==> config.mk <==
export PLATFORM = sky130hd
export DESIGN_NAME = host_spi_frontend
export DESIGN_NICKNAME = d
export VERILOG_FILES = /design/src/rtl/host_spi_pkg.sv /design/src/rtl/spi_sync_edge.sv /design/src/rtl/host_spi_frontend.sv
export SDC_FILE = /design/constraint.sdc
export NUM_CORES = 1
export LEC_CHECK = 0
export ABC_AREA = 1
export CORE_MARGIN = 2
export CORE_UTILIZATION = 45
export DETAILED_ROUTE_END_ITERATION = 10
export GPL_TIMING_DRIVEN = 0
export PLACE_DENSITY = 0.67
export SYNTH_ARGS = -nofsm -noshare
export SYNTH_HDL_FRONTEND = slang
export SYNTH_SLANG_ARGS = --single-unit
==> constraint.sdc <==
create_clock -name clk -period 7.3 [get_ports clk]
set_input_delay 2.19 -clock clk [delete_from_list [all_inputs] [get_ports clk]]
set_output_delay 2.19 -clock clk [all_outputs]
set_load 0.05 [all_outputs]
==> src/rtl/host_spi_pkg.sv <==
// Shared types and constants for the host SPI target front-end.
package host_spi_pkg;

   typedef enum logic {
      IDLE  = 1'b0,
      SHIFT = 1'b1
   } state_t;

   localparam logic       MISO_IDLE = 1'b1;
   localparam logic [7:0] TX_FILL   = 8'hFF;

endpackage

==> src/rtl/spi_sync_edge.sv <==
// Multi-flop synchroniser for one asynchronous pin, with rise/fall pulses on the synced level.
module spi_sync_edge #(
   parameter int unsigned STAGES  = 2,
   parameter logic        RST_VAL = 1'b0
) (
   input  logic clk,
   input  logic rst,
   input  logic d,
   output logic q,
   output logic rise_c,
   output logic fall_c
);

   logic [STAGES-1:0] chain;
   logic [STAGES-1:0] fill;
   logic              prev;
   logic              primed;

   // Edges are suppressed until the chain holds real pin samples, so a pin already
   // low when reset is released does not look like a falling edge.
   assign primed = fill[STAGES-1];

   // Synchroniser chain, fill tracker and previous-level register.
   always_ff @(posedge clk or posedge rst) begin
      if (rst) begin
         chain <= {STAGES{RST_VAL}};
         fill  <= '0;
         prev  <= 1'b0;
      end else begin
         chain <= {chain[STAGES-2:0], d};
         fill  <= {fill[STAGES-2:0], 1'b1};
         prev  <= primed ? chain[STAGES-1] : 1'b0;
      end
   end

   assign q      = chain[STAGES-1];
   assign rise_c = primed &  q & ~prev;
   assign fall_c = primed & ~q &  prev;

endmodule

==> src/rtl/host_spi_frontend.sv <==
// Oversampled SPI mode-0 target: framed byte receive and handshaked byte transmit.
module host_spi_frontend
   import host_spi_pkg::*;
#(
   parameter int unsigned SYNC_STAGES = 2,
   parameter int unsigned IDX_W       = 16
) (
   input  logic             clk,
   input  logic             rst,
   input  logic             h_clk,
   input  logic             h_cs_n,
   input  logic             h_mosi,
   output logic             h_miso,
   output logic [7:0]       rx_data,
   output logic             rx_valid,
   output logic             rx_first,
   output logic [IDX_W-1:0] byte_idx,
   input  logic [7:0]       tx_data,
   input  logic             tx_valid,
   output logic             tx_ready,
   output logic             cs_start,
   output logic             cs_end,
   output logic             active,
   output logic             tx_underrun
);

   logic cs_sync, cs_rise_c, cs_fall_c;
   logic sck_sync, sck_rise_c, sck_fall_c;
   logic mosi_sync, mosi_rise_c, mosi_fall_c;
   logic unused_c;

   spi_sync_edge #(.STAGES(SYNC_STAGES), .RST_VAL(1'b1)) u_cs_sync (
      .clk(clk), .rst(rst), .d(h_cs_n), .q(cs_sync), .rise_c(cs_rise_c), .fall_c(cs_fall_c)
   );

   spi_sync_edge #(.STAGES(SYNC_STAGES), .RST_VAL(1'b0)) u_sck_sync (
      .clk(clk), .rst(rst), .d(h_clk), .q(sck_sync), .rise_c(sck_rise_c), .fall_c(sck_fall_c)
   );

   spi_sync_edge #(.STAGES(SYNC_STAGES), .RST_VAL(1'b0)) u_mosi_sync (
      .clk(clk), .rst(rst), .d(h_mosi), .q(mosi_sync), .rise_c(mosi_rise_c), .fall_c(mosi_fall_c)
   );

   // Levels of the edge channels and edges of the data channel are not needed.
   assign unused_c = ^{cs_sync, sck_sync, mosi_rise_c, mosi_fall_c};

   state_t           state, state_n;
   logic [2:0]       bit_cnt, bit_cnt_n;
   logic [6:0]       rx_shift, rx_shift_n;
   logic [7:0]       tx_shift, tx_shift_n;
   logic [7:0]       tx_buf, tx_buf_n;
   logic [IDX_W-1:0] idx_cnt, idx_cnt_n, byte_idx_n;
   logic [7:0]       rx_data_n;
   logic             rx_valid_n, rx_first_n, tx_ready_n, cs_start_n, cs_end_n;
   logic             active_n, tx_underrun_n, h_miso_n;
   logic             load_c, flush_c, accept_c;

   assign accept_c = tx_valid && tx_ready;

   // Next-state, framing, shift registers and tx buffer handling.
   always_comb begin
      state_n       = state;
      bit_cnt_n     = bit_cnt;
      rx_shift_n    = rx_shift;
      tx_shift_n    = tx_shift;
      tx_buf_n      = tx_buf;
      idx_cnt_n     = idx_cnt;
      byte_idx_n    = byte_idx;
      rx_data_n     = rx_data;
      rx_valid_n    = 1'b0;
      rx_first_n    = 1'b0;
      tx_ready_n    = tx_ready;
      cs_start_n    = 1'b0;
      cs_end_n      = 1'b0;
      active_n      = active;
      tx_underrun_n = 1'b0;
      load_c        = 1'b0;
      flush_c       = 1'b0;

      case (state)
         IDLE: begin
            if (cs_fall_c) begin
               state_n    = SHIFT;
               cs_start_n = 1'b1;
               active_n   = 1'b1;
               bit_cnt_n  = 3'd0;
               idx_cnt_n  = '0;
               byte_idx_n = '0;
               load_c     = 1'b1;
            end
         end
         SHIFT: begin
            if (cs_rise_c) begin
               state_n  = IDLE;
               cs_end_n = 1'b1;
               active_n = 1'b0;
               flush_c  = 1'b1;
            end else if (sck_rise_c) begin
               rx_shift_n = {rx_shift[5:0], mosi_sync};
               bit_cnt_n  = bit_cnt + 3'd1;
               if (bit_cnt == 3'd7) begin
                  rx_data_n  = {rx_shift, mosi_sync};
                  rx_valid_n = 1'b1;
                  rx_first_n = (idx_cnt == '0);
                  byte_idx_n = idx_cnt;
                  if (idx_cnt != '1) begin
                     idx_cnt_n = idx_cnt + IDX_W'(1);
                  end
                  bit_cnt_n = 3'd0;
                  load_c    = 1'b1;
               end
            end else if (sck_fall_c && (bit_cnt != 3'd0)) begin
               tx_shift_n = {tx_shift[6:0], 1'b1};
            end
         end
         default: state_n = IDLE;
      endcase

      // A load always takes the buffer content as it stood before this cycle's accept.
      if (load_c) begin
         if (tx_ready) begin
            tx_shift_n    = TX_FILL;
            tx_underrun_n = 1'b1;
         end else begin
            tx_shift_n = tx_buf;
         end
         tx_ready_n = 1'b1;
      end
      if (flush_c) begin
         tx_ready_n = 1'b1;
      end
      if (accept_c) begin
         tx_buf_n   = tx_data;
         tx_ready_n = 1'b0;
      end

      h_miso_n = (state_n == SHIFT) ? tx_shift_n[7] : MISO_IDLE;
   end

   // State and output registers.
   always_ff @(posedge clk or posedge rst) begin
      if (rst) begin
         state       <= IDLE;
         bit_cnt     <= 3'd0;
         rx_shift    <= 7'd0;
         tx_shift    <= TX_FILL;
         tx_buf      <= 8'd0;
         idx_cnt     <= '0;
         byte_idx    <= '0;
         rx_data     <= 8'd0;
         rx_valid    <= 1'b0;
         rx_first    <= 1'b0;
         tx_ready    <= 1'b1;
         cs_start    <= 1'b0;
         cs_end      <= 1'b0;
         active      <= 1'b0;
         tx_underrun <= 1'b0;
         h_miso      <= MISO_IDLE;
      end else begin
         state       <= state_n;
         bit_cnt     <= bit_cnt_n;
         rx_shift    <= rx_shift_n;
         tx_shift    <= tx_shift_n;
         tx_buf      <= tx_buf_n;
         idx_cnt     <= idx_cnt_n;
         byte_idx    <= byte_idx_n;
         rx_data     <= rx_data_n;
         rx_valid    <= rx_valid_n;
         rx_first    <= rx_first_n;
         tx_ready    <= tx_ready_n;
         cs_start    <= cs_start_n;
         cs_end      <= cs_end_n;
         active      <= active_n;
         tx_underrun <= tx_underrun_n;
         h_miso      <= h_miso_n;
      end
   end

endmodule

Yosys cells after proc, flatten, opt, wreduce, memory -nomap -nowiden
Index checks and enable logic that the tools add are counted.
{"block": "word_totals", "regBits": 87, "input_bits": 14, "elab_cells": 111}
{"block": "op_classes", "add_sub_neg": 2, "eq_ne": 10, "muxes": 47, "n_bitwise": 14, "reduce_logical": 14}
{"op": "$mux 16", "n": 8}
{"op": "$pmux 16 s2", "n": 2}
{"op": "$mux 8", "n": 6}
{"op": "$mux 1", "n": 23}
{"op": "$add 16x1->16 const B", "n": 1}
{"op": "$logic_not 16->1", "n": 1}
{"op": "$ne 16x16->1 const B", "n": 1}
{"op": "$mux 3", "n": 4}
{"op": "$reduce_and 4->1", "n": 3}
{"op": "$and 1x1->1", "n": 8}
{"op": "$ne 2x1->1 const B", "n": 4}
{"op": "$ne 2x2->1 const B", "n": 4}
{"op": "$not 1->1", "n": 6}
{"op": "$pmux 1 s2", "n": 3}
{"op": "$pmux 3 s2", "n": 1}
{"op": "$reduce_and 3->1", "n": 2}
{"op": "$reduce_bool 3->1", "n": 2}
{"op": "$reduce_and 5->1", "n": 1}
{"op": "$reduce_bool 2->1", "n": 2}
{"op": "$add 3x1->3 const B", "n": 1}
{"op": "$eq 3x3->1 const B", "n": 1}
{"op": "$logic_and 1x1->1", "n": 2}
{"op": "$reduce_and 2->1", "n": 1}

Logic depth before layout (Yosys ltp)
{"block": "logic_depth", "word_depth": 10, "ltp_mapped": 10}

By module
A second synthesis with hierarchy kept.
{"block": "hier_totals", "cells_unflattened": 425, "hier_area_um2": 3883.7}
{"mod": "host_spi_frontend", "n_inst": 1, "cells_each": 389, "area_per_inst_um2": 3427.0, "seq_area_each_um2": 1889.3}
{"mod": "spi_sync_edge (u_mosi_sync ...)", "n_inst": 2, "cells_each": 12, "area_per_inst_um2": 151.4, "seq_area_each_um2": 125.1}
{"mod": "spi_sync_edge (u_cs_sync)", "n_inst": 1, "cells_each": 12, "area_per_inst_um2": 153.9, "seq_area_each_um2": 127.6}

Worst setup path after synthesis
OpenSTA, ideal clock, no wires.
{"block": "synth_timing", "path_kind": "register to output", "from": "reg tx_ready", "to": "out tx_ready", "arrival_time_ns": 0.663, "required_ns": 5.110, "setup_slack_ns": 4.447, "path_stages_with_launch": 1, "path_buffers": 0, "cell_sequence": "dfstp_2"}
{"item": "start: declaration", "line": "host_spi_frontend.sv:20", "rtl": "output logic tx_ready,"}
{"item": "start signal: assignment", "line": "host_spi_frontend.sv:170", "rtl": "tx_ready <= tx_ready_n;"}
No word-level cell between the ends.

Worst setup path after layout
{"block": "layout_timing", "from": "reg tx_ready", "to": "out tx_ready"}
No word-level cell between the ends.

==> out/metrics.csv <==
metric;value;unit
f_max;258;MHz
Seq/Total Area, Yosys;0.560;
dominant synthesized flop cell;dfrtp_1;
post-synthesis cell area;3820;um^2
CTS root buffer;clkbuf_8;
die width;96.2;um
Worst VDD drop;0.108;mV
CP peak stage delay;0.79;ns
Post-Place Setup Slack;3.81;ns
CP Max Fanout;2;
CTS Buf Count;9;
worst path bufs/invs;1;
post-DR vias/cell;4.99;
Final Worst Setup Slack;3.42;ns
I/O Pins;46;
share of layout cells above drive strength 1;0.122;
Worst-Margin Slew;0.505;ns
vias;3016;
# diodes;0;
ys async rst share;1.00;
vias in the first global route;2902;
clk_skew;0.0104;ns
placer congestion estimate;0.862;
Clock transition at path regs;0.09;ns
Clk Latency, worst-skew pair;0.36;ns
Critical Path Sink Type;output pin;
Worst path top cell family by delay;buffers and inverters;
# nets final;514;
final non-filler cell total;605;
Req. time, crit path;5.11;ns
first-pass GRT wire length;13800;um
YS warnings;0;
# DRC;0;
Mapped Cells;438;
status;finished clean;
CTS tree;built;
Worst path slowest cell;clkdlybuf4s50_1;
Routed WL per cell;13.0;um
Detailed Routing Iterations Pass 1;4;
min Tclk post-route;3.88;ns
post-CTS sizing;0;
placed cell count;589;
total setup buffers inserted after CTS;0;
hold_buf cts;0;
RSZ-0062 raised after global routing;no;
crit path launch type;flop;
Final Hold Fails;0;
WS Path Type;flop to output pin;
syn avg cell area;8.73;um^2
Filler cells;748;
Net Count, Synth;457;
final antenna-violating net count;0;
Starting DRT DRC Count;197;
Area Overhead vs Synth;22.1;%
Rel. slew slack;0.662;
clock sink count;85;
final wirelength;7880;um
worst hold path class;flop to flop;
Cell Rows;33;
Post-synth EDFFs;0;
CP arrival;1.69;ns
Tot Pwr;0.00116;W
CTS Buffer Depth;2;
port buffer count;45;
Final setup viols;0;
setup TNS;0;ns
full die area;9250;um^2
HPWL after DPL;5680;um
Die Y;96.2;um
initial antenna violation count;0;
Max Cap Viol;0;
H-tree depth;3;
post-synthesis cell type count;31;
GR Util All Layers;0.196;
Slew Limit Fails;0;
largest net degree at the start of global routing;72;
final period utilization;0.531;
Pwr Density;248;nW/um^2
critical path, cell by cell;clkdlybuf4s50_1;
Yosys reg bits;85;
Core ar.;8220;um^2
grt total ovfl;0;
leakage;2.13;nW
Initial Utilization;0.466;
## final timing paths
| kind | from | end | slack [ns] | cells past startpoint |
|---|---|---|---|---|
| setup / recovery | tx_ready | tx_ready | 3.42 | 1 |
| hold / removal | u_mosi_sync.chain[0] | u_mosi_sync.chain[1] | 0.35 | 0 |
| setup reg to reg | idx_cnt[0] | idx_cnt[2] | 5.43 | 10 |
| hold reg to reg | u_mosi_sync.chain[0] | u_mosi_sync.chain[1] | 0.35 | 0 |
| max in group asynchronous | rst | u_cs_sync.chain[1] | 4.54 | 3 |
| min in group asynchronous | rst | byte_idx[11] | 2.11 | 2 |
## worst register-to-register path, cell delays in order, from the launching register on
cell and delay, ns:
dfrtp_1 0.51, ha_1 0.23, nand3_1 0.16, inv_1 0.15, nand2_2 0.09, nor2_1 0.09
nand2_1 0.09, nand3_4 0.15, buf_6 0.18, nand2_1 0.06, o21ai_1 0.09
## area by class of cell
class                   instances  area, um^2  area share
inverters                      42         160      0.0343
well taps                     105         131      0.0281
clock inverters                 6        95.1      0.0204
flip-flops and latches         85        2140       0.459
repair buffers                 46         478       0.102
clock buffers                  10         138      0.0295
multi-input cells             297        1450       0.310
plain buffers                  14        76.3      0.0163
## kinds of logic (layout without fill, tap and decap cells)
family                     Yosys count  count (layout)  share of synthesized area
AOI/OAI and AO/OA                   56              56                     0.0821
xor gates and xnor gates             5               5                     0.0114
adders and majority gates            5               5                     0.0164
buffers and inverters               56             118                     0.0612
DFF                                 85              85                      0.560
other                                1               1                   0.000980
and+or+nand+nor                    230             230                      0.268
## sequential cells by signal, summed over array words and instances (netlist names), 2 cells and up
signal	flops
rx_shift	7
byte_idx	16
idx_cnt	16
u_cs_sync.chain	2
rx_data	8
tx_buf	8
u_sck_sync.chain	2
u_mosi_sync.chain	2
bit_cnt	3
tx_shift	8
## cells in the mapped netlist (2+ instances only)
library cell / number / area [um^2]
buf_2: 6 / 30.0
buf_6: 2 / 22.5
clkbuf_1: 5 / 18.8
dfrtp_1: 73 / 1830
dfstp_2: 12 / 315
ha_1: 5 / 62.6
inv_1: 40 / 150
nand2_1: 138 / 518
nand2_2: 3 / 18.8
nand3_1: 38 / 190
nand3_2: 3 / 30.0
nand3_4: 2 / 35.0
nand4_1: 11 / 68.8
nor2_1: 25 / 93.8
nor3_1: 3 / 15.0
nor4_1: 2 / 12.5
o21ai_0: 27 / 135
o21ai_1: 19 / 95.1
o21ai_2: 8 / 70.1
or2_2: 2 / 12.5
xor2_1: 4 / 35.0
## power breakdown
part / switching, W / internal, W / leakage [nW]
clock: 0.000173 / 0.000205 / 0.111
combinational: 0.000133 / 0.0000671 / 0.909
sequential: 0.0000346 / 0.000545 / 1.11
total: 0.000341 / 0.000817 / 2.13
## per-layer routing
layer	vias up	global-route usage	wire, um
li1	1529	-	-
met1	1400	0.287	3930
met2	72	0.280	3410
met3	15	0.0399	371
met4	0	0.0881	175
met5	-	0	0
## through the flow
stage                     area, um^2   util  hold WS (ns)
after floorplan                 3820      -         0.331
after global placement          4410  0.536         0.334
after detailed placement        4440  0.540         0.335
after CTS                       4670  0.568         0.356
after global routing            4670  0.568         0.363
final                           4670  0.568         0.354
## placed cells by master (no fill, tap or decap), drive strengths merged, types with 12 or more instances in the layout
cell type / instances
inv: 42
nand2: 141
clkdlybuf4s50: 45
clkbuf: 16
dfrtp: 73
o21ai: 54
dfstp: 12
nand3: 43
nand4: 12
nor2: 27
No activity file was read; power rests on OpenSTA's default activity.
